### src/rtl/utopia2_pkg.sv
// Shared types and constants for the UTOPIA Level 2 multi-PHY ATM cell receiver.
package utopia2_pkg;

    typedef enum logic [1:0] {POLL, SELECT, XFER, HOLD} rx_state_e;

    localparam logic [4:0] NULL_ADDR  = 5'd31;
    localparam int         CELL_BYTES = 53;
    localparam logic [7:0] HEC_COSET  = 8'h55;

    // Raw CRC-8 (x^8+x^2+x+1) over the four header bytes, byte 0 first; coset applied by caller.
    function automatic logic [7:0] hec_crc8(input logic [31:0] hdr);
        logic [7:0] crc;
        crc = 8'h00;
        for (int b = 0; b < 4; b++) begin
            crc = crc ^ hdr[31-8*b -: 8];
            for (int k = 0; k < 8; k++)
                crc = crc[7] ? ({crc[6:0], 1'b0} ^ 8'h07) : {crc[6:0], 1'b0};
        end
        return crc;
    endfunction

endpackage

### src/rtl/utopia2_hec_calc.sv
// Combinational HEC generator (CRC-8 plus coset); only built when UTOPIA2_HEC_CHECK_EN is defined.
`ifdef UTOPIA2_HEC_CHECK_EN
module utopia2_hec_calc
    import utopia2_pkg::*;
(
    input  logic [31:0] hdr,
    output logic [7:0]  hec
);
    assign hec = hec_crc8(hdr) ^ HEC_COSET;
endmodule
`endif

### src/rtl/utopia2_atm_rx.sv
// UTOPIA Level 2 multi-PHY ATM cell receiver: round-robin poll, select, one-cell capture, valid/ready hand-off.
// Optional header check enabled by UTOPIA2_HEC_CHECK_EN (adds hec_err_cnt port).
module utopia2_atm_rx
    import utopia2_pkg::*;
#(
    parameter int BUS_WIDTH = 8,
    parameter int NUM_PHY   = 4,
    parameter int ADDR_W    = 5
) (
    input  logic                 clk_in,
    input  logic                 reset,
    output logic                 clk_out,
    output logic [ADDR_W-1:0]    rx_addr,
    output logic                 rx_enb_n,
    input  logic                 rx_clav,
    input  logic                 rx_soc,
    input  logic [BUS_WIDTH-1:0] rx_data,
    output logic [423:0]         cell_o,
    output logic [ADDR_W-1:0]    cell_phy,
    output logic                 cell_valid,
    input  logic                 cell_ready,
    output logic [15:0]          soc_err_cnt
`ifdef UTOPIA2_HEC_CHECK_EN
    ,
    output logic [15:0]          hec_err_cnt
`endif
);

    localparam int                CELL_WORDS = (BUS_WIDTH == 16) ? 27 : CELL_BYTES;
    localparam logic [5:0]        LAST_WORD  = 6'(CELL_WORDS - 1);
    localparam logic [ADDR_W-1:0] NULL_A     = ADDR_W'(NULL_ADDR);
    localparam logic [ADDR_W-1:0] LAST_PHY   = ADDR_W'(NUM_PHY - 1);

    function automatic logic [ADDR_W-1:0] next_phy(input logic [ADDR_W-1:0] p);
        return (p >= LAST_PHY) ? '0 : p + ADDR_W'(1);
    endfunction

    rx_state_e         state, state_nx;
    logic [ADDR_W-1:0] poll_ptr, poll_ptr_nx;
    logic [ADDR_W-1:0] sel_phy, sel_nx;
    logic [ADDR_W-1:0] rx_addr_nx, addr_d;
    logic              enb_nx, en_low_d;
    logic [5:0]        word_idx;
    logic              started;
    logic              data_vld, soc_beat, word_beat, last_beat, udf_word, hec_ok;
    logic [423:0]      cell_shift;

    assign clk_out = clk_in;

    // PHY drives data one cycle after it sees enable low.
    assign data_vld  = (state == XFER) && en_low_d;
    assign soc_beat  = data_vld && rx_soc;
    assign word_beat = data_vld && !rx_soc && rx_clav && started;
    assign last_beat = word_beat && (word_idx == LAST_WORD);

    // In 16-bit mode word 2 carries HEC in the high byte and the UDF in the low byte.
    assign udf_word   = (BUS_WIDTH == 16) && (word_idx == 6'd2);
    assign cell_shift = udf_word ? {cell_o[415:0], rx_data[BUS_WIDTH-1 -: 8]}
                                 : {cell_o[423-BUS_WIDTH:0], rx_data};

`ifdef UTOPIA2_HEC_CHECK_EN
    logic [7:0] hec_calc;
    utopia2_hec_calc u_hec (.hdr(cell_shift[423:392]), .hec(hec_calc));
    assign hec_ok = (hec_calc == cell_shift[391:384]);
`else
    assign hec_ok = 1'b1;
`endif

    always_comb begin
        state_nx    = state;
        poll_ptr_nx = poll_ptr;
        sel_nx      = sel_phy;
        rx_addr_nx  = NULL_A;
        enb_nx      = 1'b1;
        unique case (state)
            POLL: begin
                // clav answers the address driven one cycle earlier (addr_d)
                if (rx_clav && addr_d != NULL_A) begin
                    state_nx    = SELECT;
                    sel_nx      = addr_d;
                    rx_addr_nx  = addr_d;
                    poll_ptr_nx = next_phy(addr_d);
                end else begin
                    rx_addr_nx  = poll_ptr;
                    poll_ptr_nx = next_phy(poll_ptr);
                end
            end
            SELECT: begin
                state_nx = XFER;
                enb_nx   = 1'b0;
            end
            XFER: begin
                enb_nx = 1'b0;
                if (last_beat) begin
                    enb_nx = 1'b1;
                    if (hec_ok) begin
                        state_nx = HOLD;
                    end else begin
                        state_nx    = POLL;
                        rx_addr_nx  = poll_ptr;
                        poll_ptr_nx = next_phy(poll_ptr);
                    end
                end
            end
            HOLD: begin
                if (cell_ready) begin
                    state_nx    = POLL;
                    rx_addr_nx  = poll_ptr;
                    poll_ptr_nx = next_phy(poll_ptr);
                end
            end
            default: state_nx = POLL;
        endcase
    end

    always_ff @(posedge clk_in) begin
        if (reset) begin
            state       <= POLL;
            poll_ptr    <= '0;
            sel_phy     <= '0;
            rx_addr     <= NULL_A;
            rx_enb_n    <= 1'b1;
            addr_d      <= NULL_A;
            en_low_d    <= 1'b0;
            word_idx    <= '0;
            started     <= 1'b0;
            cell_o      <= '0;
            cell_phy    <= '0;
            cell_valid  <= 1'b0;
            soc_err_cnt <= '0;
        end else begin
            state    <= state_nx;
            poll_ptr <= poll_ptr_nx;
            sel_phy  <= sel_nx;
            rx_addr  <= rx_addr_nx;
            rx_enb_n <= enb_nx;
            addr_d   <= rx_addr;
            en_low_d <= !rx_enb_n;

            if (state == SELECT) begin
                started  <= 1'b0;
                word_idx <= '0;
            end else if (soc_beat) begin
                cell_o   <= cell_shift;
                word_idx <= 6'd1;
                started  <= 1'b1;
                if (started && soc_err_cnt != 16'hFFFF)
                    soc_err_cnt <= soc_err_cnt + 16'd1;
            end else if (word_beat) begin
                cell_o   <= cell_shift;
                word_idx <= word_idx + 6'd1;
            end

            if (last_beat && hec_ok) begin
                cell_valid <= 1'b1;
                cell_phy   <= sel_phy;
            end else if (cell_valid && cell_ready) begin
                cell_valid <= 1'b0;
            end
        end
    end

`ifdef UTOPIA2_HEC_CHECK_EN
    always_ff @(posedge clk_in) begin
        if (reset)
            hec_err_cnt <= '0;
        else if (last_beat && !hec_ok && hec_err_cnt != 16'hFFFF)
            hec_err_cnt <= hec_err_cnt + 16'd1;
    end
`endif

endmodule

### config.mk
export PLATFORM = sky130hd
export DESIGN_NAME = utopia2_atm_rx
export DESIGN_NICKNAME = d
export VERILOG_FILES = /design/src/rtl/utopia2_pkg.sv /design/src/rtl/utopia2_hec_calc.sv /design/src/rtl/utopia2_atm_rx.sv
export SDC_FILE = /design/constraint.sdc
export NUM_CORES = 1
export LEC_CHECK = 0
export CAP_MARGIN = 20
export CORE_ASPECT_RATIO = 0.5
export CORE_MARGIN = 3
export CORE_UTILIZATION = 51
export CTS_BUF_LIST = sky130_fd_sc_hd__clkbuf_16
export CTS_CLUSTER_SIZE = 14
export DETAILED_ROUTE_END_ITERATION = 10
export GPL_ROUTABILITY_DRIVEN = 1
export GPL_TIMING_DRIVEN = 0
export PLACE_DENSITY = 0.84
export SLEW_MARGIN = 20
export SYNTH_ARGS = -nofsm -noshare
export SYNTH_HDL_FRONTEND = slang
export SYNTH_SLANG_ARGS = --single-unit
export TNS_END_PERCENT = 10
### constraint.sdc
create_clock -name clk_in -period 6.5 [get_ports clk_in]
set_input_delay 0.975 -clock clk_in [delete_from_list [all_inputs] [get_ports clk_in]]
set_output_delay 0.975 -clock clk_in [all_outputs]
set_load 0.01 [all_outputs]
After elaboration in Yosys (flattened, before gate mapping)

Cells that the tools add are included.

Register bits after elaboration: 477
Input bits: 13
Output and inout port bits: 453
Logic and storage cells: 72

Add/subtract/negate cells: 4
Order comparisons: 2
Eq/ne operators: 9
Multiplexer cells: 20
Bitwise operators: 1
Reduce and logical (&&, ||, !) cells: 22

Operators with widths:

| cell                    | count |
|---|---|
| $mux W424               | 2 |
| $mux W5                 | 6 |
| $pmux W5 S2             | 2 |
| $add A16 B1 Y16 const B | 1 |
| $ne A16 B16 Y1 const B  | 1 |
| $add A5 B1 Y5 const B   | 2 |
| $ge A5 B2 Y1 const B    | 2 |
| $logic_and A1 B1 Y1     | 9 |
| $pmux W2 S4             | 1 |
| $add A6 B1 Y6 const B   | 1 |
| $eq A6 B6 Y1 const B    | 1 |
| $mux W2                 | 3 |
| $ne A2 B2 Y1 const B    | 3 |
| $reduce_and A2 Y1       | 3 |
| $reduce_and A3 Y1       | 2 |
| $reduce_bool A2 Y1      | 3 |
| $mux W1                 | 5 |
| $ne A5 B5 Y1 const B    | 1 |
| $eq A2 B2 Y1 const B    | 2 |
| $reduce_or A3 Y1        | 1 |
| $eq A2 B1 Y1 const B    | 1 |
| $logic_not A1 Y1        | 2 |
| $logic_not A2 Y1        | 1 |
| $pmux W1 S2             | 1 |
| 2 further kinds         | 2 |

Logic depth before layout (Yosys ltp)

Word-level depth: 8
Depth in mapped cells: 9
Gate-level depth less buffers: 7

==> out/qor.yml <==
outcome:
  status: "finished clean"
cells_and_area:
  drive_gt1_share_pct: 2.47
  layout_common_cells: "nand2_1 (860), dfxtp_1 (477), clkdlybuf4s50_1 (465), a21oi_1 (442), clkbuf_1 (139)"
  syn_to_final_growth_pct: 38.4
  postLayoutCoreUtil_pct: 72.3
  final_common_cell: "nand2_1"
  final_cells: 3064
  fin_nets: 2637
yosys:
  yosysTopAreaCell: "dfxtp_1"
  syn_area_per_cell_um2: 7.96
  netlist_instances: 2102
  ys_top_cells_by_area: "dfxtp_1 (57%), nand2_1 (19%), a21oi_1 (13%), clkbuf_1 (3.1%), ha_1 (0.82%)"
  synth.top_cell.area_share_pct: 57.1
  seq_area_frac_synth_pct: 57.1
  async_flop_share_pct: 0
  synth_nets: 2126
  yosys_warnings: 0
  syn_area_um2: 16700
  yosysUniqueCellTypes: 42
  synth-main-ff-cell: "dfxtp_1"
  synth-edff-count: 0
  ys_ff_latch: 477
placed_design:
  dp_slack_ns: 1.71
  hpwl_mm: 39.5
  place.gp.congestion: 0.920
  port_buffers: 465
  place_inst: 2999
hold_path:
  holdCritPathClass: "flop to flop"
  holdPathEnd: "en_low_d"
  min_from: "rx_enb_n"
  hold_depth: 1
route:
  vias_per_cell: 5.29
  drt-total-wl_mm: 52.7
  drt-initial-drc-count: 1153
  vias: 16200
  ant_nets: 0
  drtPass1Iterations: 6
  avgRoutedWirePerCell_um: 17.2
  drc: 0
job:
  maxCapViolations: 0
setup_path:
  cp_slowest_cell: "clkdlybuf4s50_1"
  r2r_cells: 9
  crit_required_ns: 5.52
  crit_arrival_ns: 4.10
  worst_setup_path_end_kind: "primary output"
  critPathMaxFanout: 3
  path_cells: "clkbuf_16 > clkbuf_16 > buf_4 > clkdlybuf4s50_1"
  r2r-start: "state[0]"
  worstSetupStartpointType: "clock port"
  startpoint: "clk_in"
  critPathMaxStageDelay_ns: 0.47
  cp_common_cell: "clkbuf_16"
  path_class: "clock port to primary output"
  r2r_setup_slack_ns: 3.60
  r2r_end: "cell_o[234]"
timing:
  setup_violations: 0
  slew_viol_final: 0
  tightest_slew_ns: 0.915
  rsz0062_at_grt: "false"
  worst_slack_ns: 1.42
  finalSetupTns_ns: 0
  fin_skew_ns: 0.0172
  fin_hold_ws_ns: 0.445
  slew_headroom_pct: 38.7
  finalHoldViolations: 0
floorplanning:
  dieArea_um2: 35100
  rows: 46
  initial_core_util_pct: 52.3
  core-area_um2: 32000
  die_w_um: 262
  io_pins: 466
  die_h_um: 134
cts:
  cts_tree: "yes"
  postCtsSetupRepairBufs: 0
  cts.repair.resized: 0
  clk_latency_ns: 0.66
  ctsHoldBuffers: 0
  clkSlewWorstSetupHoldPaths_ns: 0.06
power:
  p_per_area_nw_per_um2: 246
  power.leakage_nw: 7.39
  ir_drop_mv: 0.288
grt:
  grt_pass1_vias: 15000
  groute.usage.overall_pct: 29.0
  grt-ovfl-total: 0
  grt_max_degree: 15
  grt_pass1_wl_mm: 81.4
  antenna_found_initial: 1
==> cells in the mapped netlist (2+ instances only) <==
cell      count
nor4_1        4
buf_1         8
a21oi_1     442
xnor2_1       5
mux2i_1      11
nor3b_1       5
nand2_1     860
nand3_1       8
inv_1        12
o31ai_1       4
a221o_1       5
nor2b_1       3
ha_1         11
a211oi_1      4
clkbuf_1    139
a221oi_1      2
nor2_1       27
or3_1        12
dfxtp_1     477
or4_1         7
nand2b_1      5
buf_2         3
and3_1        2
or3b_2        2
and4_1        2
or2_2         5
nand4_1       5
nor3_1        8
o21ai_0      11
==> state kept, by name (all words and copies together) (netlist names), 2 cells and up <==
signal,cells
cell_phy,5
sel_phy,5
cell_o,424
rx_addr,5
state,2
addr_d,5
poll_ptr,5
soc_err_cnt,16
word_idx,6
==> cell type report <==
cell class / instances / area, µm²
sequential: 477 / 9550
fill: 2456 / 8850
multi-input combinational: 1462 / 6550
timing repair buffer: 464 / 4640
clock buffer: 47 / 1160
buffer: 151 / 574
tap: 432 / 541
clock inverter: 18 / 76.3
inverter: 12 / 45.0
antenna: 1 / 2.50
==> worst max-delay path, delay by kind of cell <==
kind                   cells  cell delay (ns)
buffers and inverters      4             0.85
==> metal layers <==
metal / wire (µm) / track usage (%) / part of all wire (%)
met1: 21600 / 35.7 / 41
met2: 25900 / 49.7 / 49
met3: 2740 / 5.77 / 5.2
met4: 2430 / 12.2 / 4.6
met5: 0 / 0 / 0
==> cells by family after synthesis <==
logic type	after synthesis	share of synthesized area [%]
buf+inv	163	3.70
xor+xnor	5	0.262
fa+ha+maj	11	0.823
compound gates	473	14.6
simple gates	960	22.8
flops	477	57.1
mux	13	0.793
==> power by group <==
group	leakage, nW	internal, mW	total (mW)	switching (mW)
Sequential	3.84	2.97	3.01	0.0369
Clock	0.651	1.28	2.35	1.07
Combinational	2.89	0.132	0.344	0.212
Total	7.39	4.38	5.70	1.32
==> worst max-delay path by stage <==
stage	to	slack, ns	depth (start not counted)
CTS	clk_out	1.42	4
global placement	clk_out	1.71	2
detailed placement	clk_out	1.71	2
finish	clk_out	1.42	4
floorplan	clk_out	2.16	1
global route	clk_out	1.41	4
==> per-stage QoR <==
stage | total power, mW | area (µm²)
detailed placement | 3.43 | 21900
floorplan | 3.30 | 16700
finish | 5.70 | 23100
global placement | 3.42 | 21900
global route | 5.90 | 23100
CTS | 5.73 | 23100
(Power assumes the default switching activity.)
